--- src/rtl/mem_arbiter.sv ---
// Arbiter/sequencer for the shared byte-wide memory/UART bus: grants fetch or
// load-store requests and serialises each one into byte-per-cycle transfers.
module mem_arbiter #(
   parameter bit FAIR = 1'b1
) (
   input  logic        clk,
   input  logic        rst,
   input  logic        rdy,
   input  logic        clear,
   input  logic        if_req,
   input  logic [31:0] if_addr,
   output logic        if_done,
   output logic [31:0] if_data,
   input  logic        lsb_req,
   input  logic        lsb_we,
   input  logic [1:0]  lsb_size,
   input  logic        lsb_sext,
   input  logic [31:0] lsb_addr,
   input  logic [31:0] lsb_wdata,
   output logic        lsb_done,
   output logic [31:0] lsb_rdata,
   input  logic [7:0]  mem_din,
   output logic [7:0]  mem_dout,
   output logic [31:0] mem_a,
   output logic        mem_wr,
   input  logic        io_buffer_full
);

   typedef enum logic [1:0] {
      IDLE  = 2'd0,
      READ  = 2'd1,
      WRITE = 2'd2,
      DONE  = 2'd3
   } state_t;

   state_t      state_r, state_nx_s;
   logic [2:0]  k_r, k_nx_s;
   logic        owner_lsb_r, owner_lsb_nx_s;
   logic        last_lsb_r, last_lsb_nx_s;
   logic [31:0] addr_r, addr_nx_s;
   logic [1:0]  size_r, size_nx_s;
   logic        sext_r, sext_nx_s;
   logic [31:0] wdata_r, wdata_nx_s;
   logic [31:0] buf_r, buf_nx_s;
   logic [31:0] mem_a_r, mem_a_nx_s;
   logic [7:0]  mem_dout_r, mem_dout_nx_s;
   logic        mem_wr_r, mem_wr_nx_s;
   logic        if_done_r, if_done_nx_s;
   logic        lsb_done_r, lsb_done_nx_s;
   logic [31:0] if_data_r, if_data_nx_s;
   logic [31:0] lsb_rdata_r, lsb_rdata_nx_s;

   logic [2:0]  n_s;
   logic        io_s;
   logic        pick_lsb_s;
   logic [31:0] gaddr_s;
   logic [1:0]  cap_idx_s;
   logic [2:0]  wr_idx_s;

   function automatic logic [2:0] byte_count(input logic [1:0] sz);
      case (sz)
         2'b00:   return 3'd1;
         2'b01:   return 3'd2;
         default: return 3'd4;
      endcase
   endfunction

   function automatic logic [31:0] extend_load(input logic [31:0] w, input logic [1:0] sz,
                                               input logic sx);
      case (sz)
         2'b00:   return {{24{sx & w[7]}}, w[7:0]};
         2'b01:   return {{16{sx & w[15]}}, w[15:0]};
         default: return w;
      endcase
   endfunction

   // fetch transactions are stored with the word size so N comes from size_r alone
   assign n_s        = byte_count(size_r);
   assign io_s       = (addr_r[17:16] == 2'b11);
   assign cap_idx_s  = k_r[1:0] - 2'd1;
   assign wr_idx_s   = mem_wr_r ? (k_r + 3'd1) : k_r;
   assign pick_lsb_s = (if_req && lsb_req) ? (FAIR ? ~last_lsb_r : 1'b1) : lsb_req;
   assign gaddr_s    = pick_lsb_s ? lsb_addr : if_addr;

   // State register; a low rdy freezes everything
   always_ff @(posedge clk or negedge rst) begin
      if (!rst) begin
         state_r     <= IDLE;
         k_r         <= 3'd0;
         owner_lsb_r <= 1'b0;
         last_lsb_r  <= 1'b1;
         addr_r      <= 32'd0;
         size_r      <= 2'b00;
         sext_r      <= 1'b0;
         wdata_r     <= 32'd0;
         buf_r       <= 32'd0;
         mem_a_r     <= 32'd0;
         mem_dout_r  <= 8'd0;
         mem_wr_r    <= 1'b0;
         if_done_r   <= 1'b0;
         lsb_done_r  <= 1'b0;
         if_data_r   <= 32'd0;
         lsb_rdata_r <= 32'd0;
      end else if (rdy) begin
         state_r     <= state_nx_s;
         k_r         <= k_nx_s;
         owner_lsb_r <= owner_lsb_nx_s;
         last_lsb_r  <= last_lsb_nx_s;
         addr_r      <= addr_nx_s;
         size_r      <= size_nx_s;
         sext_r      <= sext_nx_s;
         wdata_r     <= wdata_nx_s;
         buf_r       <= buf_nx_s;
         mem_a_r     <= mem_a_nx_s;
         mem_dout_r  <= mem_dout_nx_s;
         mem_wr_r    <= mem_wr_nx_s;
         if_done_r   <= if_done_nx_s;
         lsb_done_r  <= lsb_done_nx_s;
         if_data_r   <= if_data_nx_s;
         lsb_rdata_r <= lsb_rdata_nx_s;
      end
   end

   // Next-state and next-output logic
   always_comb begin
      state_nx_s     = state_r;
      k_nx_s         = k_r;
      owner_lsb_nx_s = owner_lsb_r;
      last_lsb_nx_s  = last_lsb_r;
      addr_nx_s      = addr_r;
      size_nx_s      = size_r;
      sext_nx_s      = sext_r;
      wdata_nx_s     = wdata_r;
      buf_nx_s       = buf_r;
      mem_a_nx_s     = 32'd0;
      mem_dout_nx_s  = 8'd0;
      mem_wr_nx_s    = 1'b0;
      if_done_nx_s   = 1'b0;
      lsb_done_nx_s  = 1'b0;
      if_data_nx_s   = if_data_r;
      lsb_rdata_nx_s = lsb_rdata_r;

      case (state_r)
         IDLE: begin
            if (!clear && (if_req || lsb_req)) begin
               owner_lsb_nx_s = pick_lsb_s;
               last_lsb_nx_s  = pick_lsb_s;
               addr_nx_s      = gaddr_s;
               size_nx_s      = pick_lsb_s ? lsb_size : 2'b10;
               sext_nx_s      = pick_lsb_s & lsb_sext;
               wdata_nx_s     = pick_lsb_s ? lsb_wdata : 32'd0;
               buf_nx_s       = 32'd0;
               k_nx_s         = 3'd0;
               if (pick_lsb_s && lsb_we) begin
                  state_nx_s = WRITE;
                  if ((gaddr_s[17:16] == 2'b11) && io_buffer_full) begin
                     mem_wr_nx_s = 1'b0;
                  end else begin
                     mem_a_nx_s    = gaddr_s;
                     mem_dout_nx_s = lsb_wdata[7:0];
                     mem_wr_nx_s   = 1'b1;
                  end
               end else begin
                  state_nx_s = READ;
                  mem_a_nx_s = gaddr_s;
               end
            end else begin
               state_nx_s = IDLE;
            end
         end
         READ: begin
            if (clear) begin
               state_nx_s = IDLE;
               k_nx_s     = 3'd0;
            end else begin
               k_nx_s = k_r + 3'd1;
               if (k_r != 3'd0) begin
                  buf_nx_s[{cap_idx_s, 3'b000} +: 8] = mem_din;
               end else begin
                  buf_nx_s = buf_r;
               end
               if ((k_r + 3'd1) < n_s) begin
                  mem_a_nx_s = addr_r + {29'd0, k_r} + 32'd1;
               end else begin
                  mem_a_nx_s = 32'd0;
               end
               // clear on this same edge has already aborted, so a flushed read never reports
               if (k_r == n_s) begin
                  state_nx_s = DONE;
                  if (owner_lsb_r) begin
                     lsb_done_nx_s  = 1'b1;
                     lsb_rdata_nx_s = extend_load(buf_nx_s, size_r, sext_r);
                  end else begin
                     if_done_nx_s = 1'b1;
                     if_data_nx_s = buf_nx_s;
                  end
               end else begin
                  state_nx_s = READ;
               end
            end
         end
         WRITE: begin
            if (mem_wr_r && ((k_r + 3'd1) == n_s)) begin
               state_nx_s    = DONE;
               k_nx_s        = n_s;
               lsb_done_nx_s = 1'b1;
            end else begin
               k_nx_s = wr_idx_s;
               if (io_s && io_buffer_full) begin
                  mem_wr_nx_s = 1'b0;
               end else begin
                  mem_a_nx_s    = addr_r + {29'd0, wr_idx_s};
                  mem_dout_nx_s = wdata_r[{wr_idx_s[1:0], 3'b000} +: 8];
                  mem_wr_nx_s   = 1'b1;
               end
            end
         end
         DONE: begin
            state_nx_s = IDLE;
            k_nx_s     = 3'd0;
         end
         default: begin
            state_nx_s = IDLE;
         end
      endcase
   end

   assign if_done   = if_done_r;
   assign if_data   = if_data_r;
   assign lsb_done  = lsb_done_r;
   assign lsb_rdata = lsb_rdata_r;
   assign mem_a     = mem_a_r;
   assign mem_dout  = mem_dout_r;
   // gating with rdy keeps a frozen cycle from committing the held byte twice
   assign mem_wr    = mem_wr_r & rdy;

endmodule

--- config.mk ---
export PLATFORM = sky130hd
export DESIGN_NAME = mem_arbiter
export DESIGN_NICKNAME = d
export VERILOG_FILES = /design/src/rtl/mem_arbiter.sv
export SDC_FILE = /design/constraint.sdc
export NUM_CORES = 1
export LEC_CHECK = 0
export CORE_MARGIN = 8
export CORE_UTILIZATION = 56
export DETAILED_ROUTE_END_ITERATION = 12
export HOLD_SLACK_MARGIN = 0.03
export PLACE_DENSITY = 0.95
export SYNTH_ARGS = -nofsm -noshare
export SYNTH_HDL_FRONTEND = slang
export SYNTH_SLANG_ARGS = --single-unit
--- constraint.sdc ---
create_clock -name clk -period 6.5 [get_ports clk]
set_input_delay 1.625 -clock clk [delete_from_list [all_inputs] [get_ports clk]]
set_output_delay 1.625 -clock clk [all_outputs]
set_load 0.01 [all_outputs]
# Yosys cells after proc, flatten, opt, wreduce, memory -nomap -nowiden
# Index checks and enable logic that the tools add are counted.
totals:
  regBits: 213
  latchBits: 0
  mem_bits_rw: 0
  mem_bits_ro: 0
  input_bits: 115
  out_inout_bits: 107
  wordCells: 115
  mem_count: 0
op_classes:
  addsub: 6
  mul: 0
  n_div: 0
  order_cmp: 1
  n_eq_ne: 11
  shifts: 3
  n_mux: 53
  bitwise: 7
  reduce_logical: 18
ops:
  columns: ["op", "n"]
  rows:
  - ["two-way mux 32 bit", 14]
  - ["one-hot mux 32 bit (2 select lines)", 2]
  - ["one-hot mux 32 bit (3 select lines)", 1]
  - ["adder 32 x 3 -> 32 bit", 2]
  - ["two-way mux 8 bit", 5]
  - ["adder 32 x 1 -> 32 bit, second input constant", 1]
  - ["bitwise mux 32 bit", 1]
  - ["variable shift 8 x 7 -> 32 bit, first input constant", 1]
  - ["variable part select 32 x 6 -> 8 bit", 1]
  - ["variable part select 8 x 7 -> 32 bit", 1]
  - ["one-hot mux 8 bit (2 select lines)", 1]
  - ["two-way mux 1 bit", 14]
  - ["two-way mux 2 bit", 6]
  - ["two-way mux 3 bit", 4]
  - ["one-hot mux 3 bit (4 select lines)", 1]
  - ["AND reduction 5 bit", 2]
  - ["equality test 2 bit, second input constant", 4]
  - ["one-hot mux 2 bit (4 select lines)", 1]
  - ["negator 5 -> 7 bit", 1]
  - ["equality test 3 bit", 2]
  - ["logical AND 1 bit", 6]
  - ["inequality test 2 bit, second input constant", 3]
  - ["one-hot mux 3 bit (2 select lines)", 1]
  - ["bitwise AND 1 bit", 4]
  - ["other kinds (14)", 20]

# Longest topological paths before layout
# Gate-level depths: netlist of run 1.
logic_depth:
  depth_word: 9
  mapped_depth: 13
  ltp_nobuf: 11

# Worst setup path after synthesis of run 1
# Ideal clock, no wire load.
synth_timing:
  path_type: "input port to output port"
  from: "input port rdy"
  to: "output port mem_wr"
  arrival_ns: 2.376
  required_ns: 4.875
  setup_slack_ns: 2.499
  path_stages: 4
  n_path_buf: 2
  path_cell_list: "inv_1 -> clkbuf_1 -> buf_1 -> nor2_1"
synth_via:
  elab_chain_cells: 1
synth_lines:
  columns: ["item", "line_no", "rtl"]
  rows:
  - ["from (decl)", "8", "input logic rdy,"]
  - ["bitwise AND 1 bit", "235", "assign mem_wr = mem_wr_r & rdy;"]
  - ["to (decl)", "25", "output logic mem_wr,"]
# No other way between the ends.

# Final worst setup path of run 1
# Ends and elaborated chain as after synthesis.

==> impl_metrics.ini, run 1 <==
[timing]
worst_pin_slew_ns = 1.24
post-route-min-period_ns = 4.80
slew_viol_final = 0
relSlewSlack_pct = 17.1
skew_ns = 0.00577
period_share_pct = 73.9
setup_viol_count_final = 0
hold_viol = 0
finalSetupTns_ns = 0
timing.fmax_mhz = 208
layout_setup_ws_ns = 1.70
rsz0062_at_grt = no

[global_route]
use_met1_pct = 36.2
grt_max_degree = 139
met3_usage_pct = 8.06
grt_most_used_layer = met2
grt_use_total_pct = 28.3
gr-usage-met2_pct = 45.2
grt_pass1_wl_um = 55900
grt_overflow = 0
antenna_found_initial = 2
grt_pass1_vias = 10700

[synthesis]
synth_edf_count = 0
ys_types = 71
ys_seq_elements = 213
synthTopCellsByArea = dfrtp_1 (47%), nand2_1 (6.6%), o21ai_0 (5.7%)
async_flop_share_pct = 100
synth_ff_type = dfrtp_1
yosys_warnings = 0
synthesis.nets = 1341
yosysTopAreaCell = dfrtp_1
netlist_instances = 1205
yosys.cell_count.top_type = dfrtp_1
netlist_area_um2 = 11200
ys_top_cells_by_count = dfrtp_1 (212), nand2_1 (198), o21ai_0 (128)
synth.avg_cell_area_um2 = 9.28
synth_seq_area_share_pct = 47.7
yosysTopAreaCellShare_pct = 47.4

[hold_path]
hp-class = flop to flop

[routing]
vias = 10600
drtAntennaViolNets = 0
first_pass_iters = 6
first_iter_violations = 1292
viasPerCell = 6.35
drt_wl_total_um = 35500
remaining_drc_errors = 0
avgRoutedWirePerCell_um = 21.3

[setup_path]
arrival_ns = 3.18
worst_setup_path_start_kind = input port
reg2reg_slack_ns = 2.22
crit_fanout = 24
crit_type = input port to primary output
required_ns = 4.88
end_kind = primary output

[die]
start_util_pct = 57.3
io_pins = 222
die_y_um = 157
std_cell_rows = 51
die_w_um = 157
dieArea_um2 = 24700
coreArea_um2 = 19500

[power_and_ir_drop]
power_uw = 5250
power_leakage_uw = 0.00602
vdd_drop_max_uv = 240
power_density_nw_per_um2 = 368

[cells_and_area]
layout-drive-gt1-share_pct = 6.50
post-route-util_pct = 73.1
n_antenna_cell = 0
area_delta_synth_final_pct = 27.7
final_nets = 1524

[clocking]
post_cts_resized = 0
cts-root-buf = clkbuf_16
cts_tree = done
numCtsBuffers = 22
postCtsHoldBufs = 0
clock_sinks = 213
clk_latency_ns = 0.51
htree_levels = 1
max-clock-path-buffers = 3
clk_pin_slew_ns = 0.06
post-cts-setup-buffers = 0

[flow_run]
maxCapViolations = 0

[outcome]
status = complete, no violations

[placement]
numPortBuffers = 221
dpl.hpwl_um = 24900
post-place-ws_ns = 1.74
gp_congestion = 0.963
[worst max-delay path, cell delays in order]
cell             delay (ns)
clkdlybuf4s50_1        0.46
buf_4                  0.30
inv_1                  0.10
nor2_1                 0.13
clkdlybuf4s50_1        0.55
[sequential cells by signal (all words and copies together), names as in the netlist]
| signal | count |
|---|---|
| mem_a | 32 |
| if_done | 1 |
| owner_lsb_r | 1 |
| if_data | 32 |
| mem_wr_r | 1 |
| last_lsb_r | 1 |
| mem_dout | 8 |
| lsb_rdata | 32 |
| k_r | 3 |
| size_r | 2 |
| sext_r | 1 |
| wdata_r | 32 |
| addr_r | 32 |
| buf_r | 32 |
| state_r | 2 |
| lsb_done | 1 |
[metrics by stage]
step	instances	hold WS [ns]	instance area, µm²
global route	1666	0.493	14300
finish	1666	0.471	14300
detailed placement	1629	0.466	13600
CTS	1666	0.479	14300
floorplan	1205	0.445	11200
global placement	1629	0.457	13600
[logic make-up after synthesis]
| family | synth area share [%] |
|---|---|
| compound gates | 22.8 |
| flops | 47.7 |
| xor+xnor | 1.57 |
| mux | 5.38 |
| simple gates | 16.3 |
| fa+ha+maj | 2.48 |
| buf+inv | 3.76 |
[where the power goes]
part / switching (µW) / internal, µW / total (µW)
sequential: 412 / 1690 / 2110
combinational: 1040 / 858 / 1900
clock: 526 / 720 / 1250
total: 1980 / 3270 / 5250
[per-layer routing]
| layer | routed length, µm | share of wire, % |
|---|---|---|
| met1 | 13800 | 39 |
| met2 | 16600 | 47 |
| met3 | 3940 | 11 |
| met4 | 1160 | 3.3 |
| met5 | 27 | 0.076 |
[cell usage in the layout (no fill, tap or decap), types with 12 or more instances in the layout]
| master | n |
|---|---|
| buf_4 | 17 |
| a22o_1 | 44 |
| mux2i_1 | 32 |
| clkdlybuf4s50_1 | 220 |
| o22ai_1 | 13 |
| dfrtp_1 | 212 |
| nand2b_1 | 12 |
| nor3_1 | 19 |
| nand2_1 | 197 |
| inv_1 | 28 |
| nand3_1 | 21 |
| a22oi_1 | 42 |
| ha_1 | 19 |
| nor2_1 | 94 |
| o2bb2ai_1 | 23 |
| a21oi_1 | 60 |
| clkbuf_16 | 22 |
| o21ai_0 | 128 |
[layout make-up]
cell class	instances	area [µm²]
clock buffers	31	634
clock inverters	6	70.1
fillers	1392	5250
inverters	29	109
multi-input cells	884	5460
flip-flops and latches	213	5330
well taps	265	332
repair buffers	238	2340
[final timing paths]
| check | to | cells past startpoint | start |
|---|---|---|---|
| setup reg to reg | mem_a[25] | 12 | k_r[0] |
| max in group asynchronous | wdata_r[20] | 2 | rst |
| min in group asynchronous | buf_r[31] | 1 | rst |
| hold / removal | wdata_r[7] | 2 | wdata_r[7] |
| setup / recovery | mem_wr | 5 | rdy |
| hold reg to reg | wdata_r[7] | 2 | wdata_r[7] |
(Power assumes the default switching activity.)
==> inputs of run 2 (changes only) <==
- CORE_UTILIZATION: 56 -> 47
- PLACE_DENSITY: 0.95 -> 0.88
- clock period: 6.5 -> 4.2 ns (I/O delays scaled with it)
==> run 2 against run 1 <==
  * Sequential cell count is the same
  * Clock skew grew 0.011 ns
  * Highest routed layer is now met4
  * First-iteration DRC count shrank 9.3%
  * Global-route usage shrank 3.5 points
  * Design area grew 1.6%
  * Sequential share of layout area shrank 0.59 points
  * Core utilization shrank 11 points
==> impl_metrics.ini, run 2 (synthesis gave the netlist of run 1 again) <==
[setup_path]
worst_setup_path_start_kind = flop
crit_type = flop to flop
critPathBufInv = 1
crit_path_frequent_cell = ha_1
cpMaxStageDelayCell = o21ai_1
cp_top_family = compound AO/OA/AOI/OAI gates
max_stage_delay_ns = 0.63
end_kind = flop
crit_fanout = 12
required_ns = 4.62
arrival_ns = 4.06
cp_cell_sequence = inv_1 -> ha_1 -> ha_1 -> nor2b_1 -> o21ai_1 -> and2_1 -> a22o_1 -> a221oi_1 -> o32ai_1

[cells_and_area]
layout_common_cells = clkdlybuf4s50_1 (220), dfrtp_1 (212), nand2_1 (196)
final_nets = 1537
area_delta_synth_final_pct = 29.8
postLayoutCellArea_um2 = 14500
mostFrequentLayoutCell = clkdlybuf4s50_1
post-route-util_pct = 62.0
layout-drive-gt1-share_pct = 7.69
fin_cells = 1740

[die]
coreArea_um2 = 23400
std_cell_rows = 56
die_w_um = 170
io_pins = 222
dieArea_um2 = 29000
die_y_um = 170
start_util_pct = 47.8

[placement]
numPortBuffers = 221
gp_congestion = 0.987
placedCellCount = 1695
dpl.hpwl_um = 26100
dpl_cell_area_um2 = 13800

[timing]
setup_viol_count_final = 0
skew_ns = 0.0165
period_share_pct = 86.7
rsz0062_at_grt = no
slew_viol_final = 0
finalSetupTns_ns = 0
hold-worst-slack_ns = 0.477
post-route-min-period_ns = 3.64
worst_pin_slew_ns = 1.08
hold_viol = 0
relSlewSlack_pct = 27.2
timing.fmax_mhz = 275

[routing]
viasPerCell = 6.01
vias = 10500
first_iter_violations = 1172
drtAntennaViolNets = 0
remaining_drc_errors = 0
first_pass_iters = 8
avgRoutedWirePerCell_um = 21.0
drt_wl_total_um = 36500

[clocking]
max-clock-path-buffers = 3
postCtsHoldBufs = 0
clk_latency_ns = 0.53
clk_pin_slew_ns = 0.06
post_cts_resized = 0
cts-root-buf = clkbuf_16
post-cts-setup-buffers = 0
clock_sinks = 213
numCtsBuffers = 23
htree_levels = 1
cts_tree = done

[flow_run]
maxCapViolations = 0

[global_route]
grt_max_degree = 100
grt_pass1_wl_um = 57700
grt_use_total_pct = 24.8
grt_overflow = 0
antenna_found_initial = 2
grt_pass1_vias = 10500

[hold_path]
hp-class = flop to flop

[outcome]
status = complete, no violations

[power_and_ir_drop]
power_leakage_uw = 0.00609
power_density_nw_per_um2 = 568
vdd_drop_max_uv = 317
-- run 2: changes by cell type in the layout (fill, tap and decap cells not counted), sizes merged --
cell,delta
buf,+12
clkinv,+3
inv,+2
clkbuf,-3
clkinvlp,+2
diode,+4
-- run 2: cell type report --
class	count	area, µm²
antenna	4	10.0
sequential	213	5330
timing repair buffer	250	2460
fill	1950	8890
inverter	29	109
tap	319	399
clock buffer	28	614
clock inverter	13	125
multi-input combinational	884	5460
-- run 2: tightest hold or removal path, cell delays in order, from the launching register on --
cell and delay (ns):
dfrtp_1 0.34, nand2_1 0.05, o21ai_0 0.06
-- run 2: per-layer routing --
| layer | wire length [µm] | share of wire, % | track usage (%) |
|---|---|---|---|
| met1 | 14900 | 41 | 31.9 |
| met4 | 1290 | 3.5 | 9.12 |
| met2 | 16700 | 46 | 39.4 |
| met3 | 3640 | 10 | 6.84 |
| met5 | 0 | 0 | 0 |
-- run 2: worst paths after layout --
path | start | cells after the start | endpoint | slack [ns]
min in group asynchronous | rst | 1 | if_data[26] | 0.64
hold reg to reg | wdata_r[10] | 2 | wdata_r[10] | 0.48
max in group asynchronous | rst | 2 | lsb_rdata[2] | 2.67
hold / removal | wdata_r[10] | 2 | wdata_r[10] | 0.48
setup reg to reg | k_r[0] | 9 | mem_a[25] | 0.56
setup / recovery | k_r[0] | 9 | mem_a[25] | 0.56
-- run 2: through the flow --
stage          power [µW]  worst slack, ns
2_1_floorplan        4810            0.836
6_report             8240            0.560
3_3_place_gp         6120            0.683
5_1_grt              8720            0.281
4_1_cts              8240            0.608
3_5_place_dp         6220            0.605
-- run 2: where the power goes --
group,internal [µW],total (µW),switching (µW)
Clock,1120,2000,875
Combinational,1360,3020,1660
Sequential,2620,3220,600
Total,5110,8240,3130
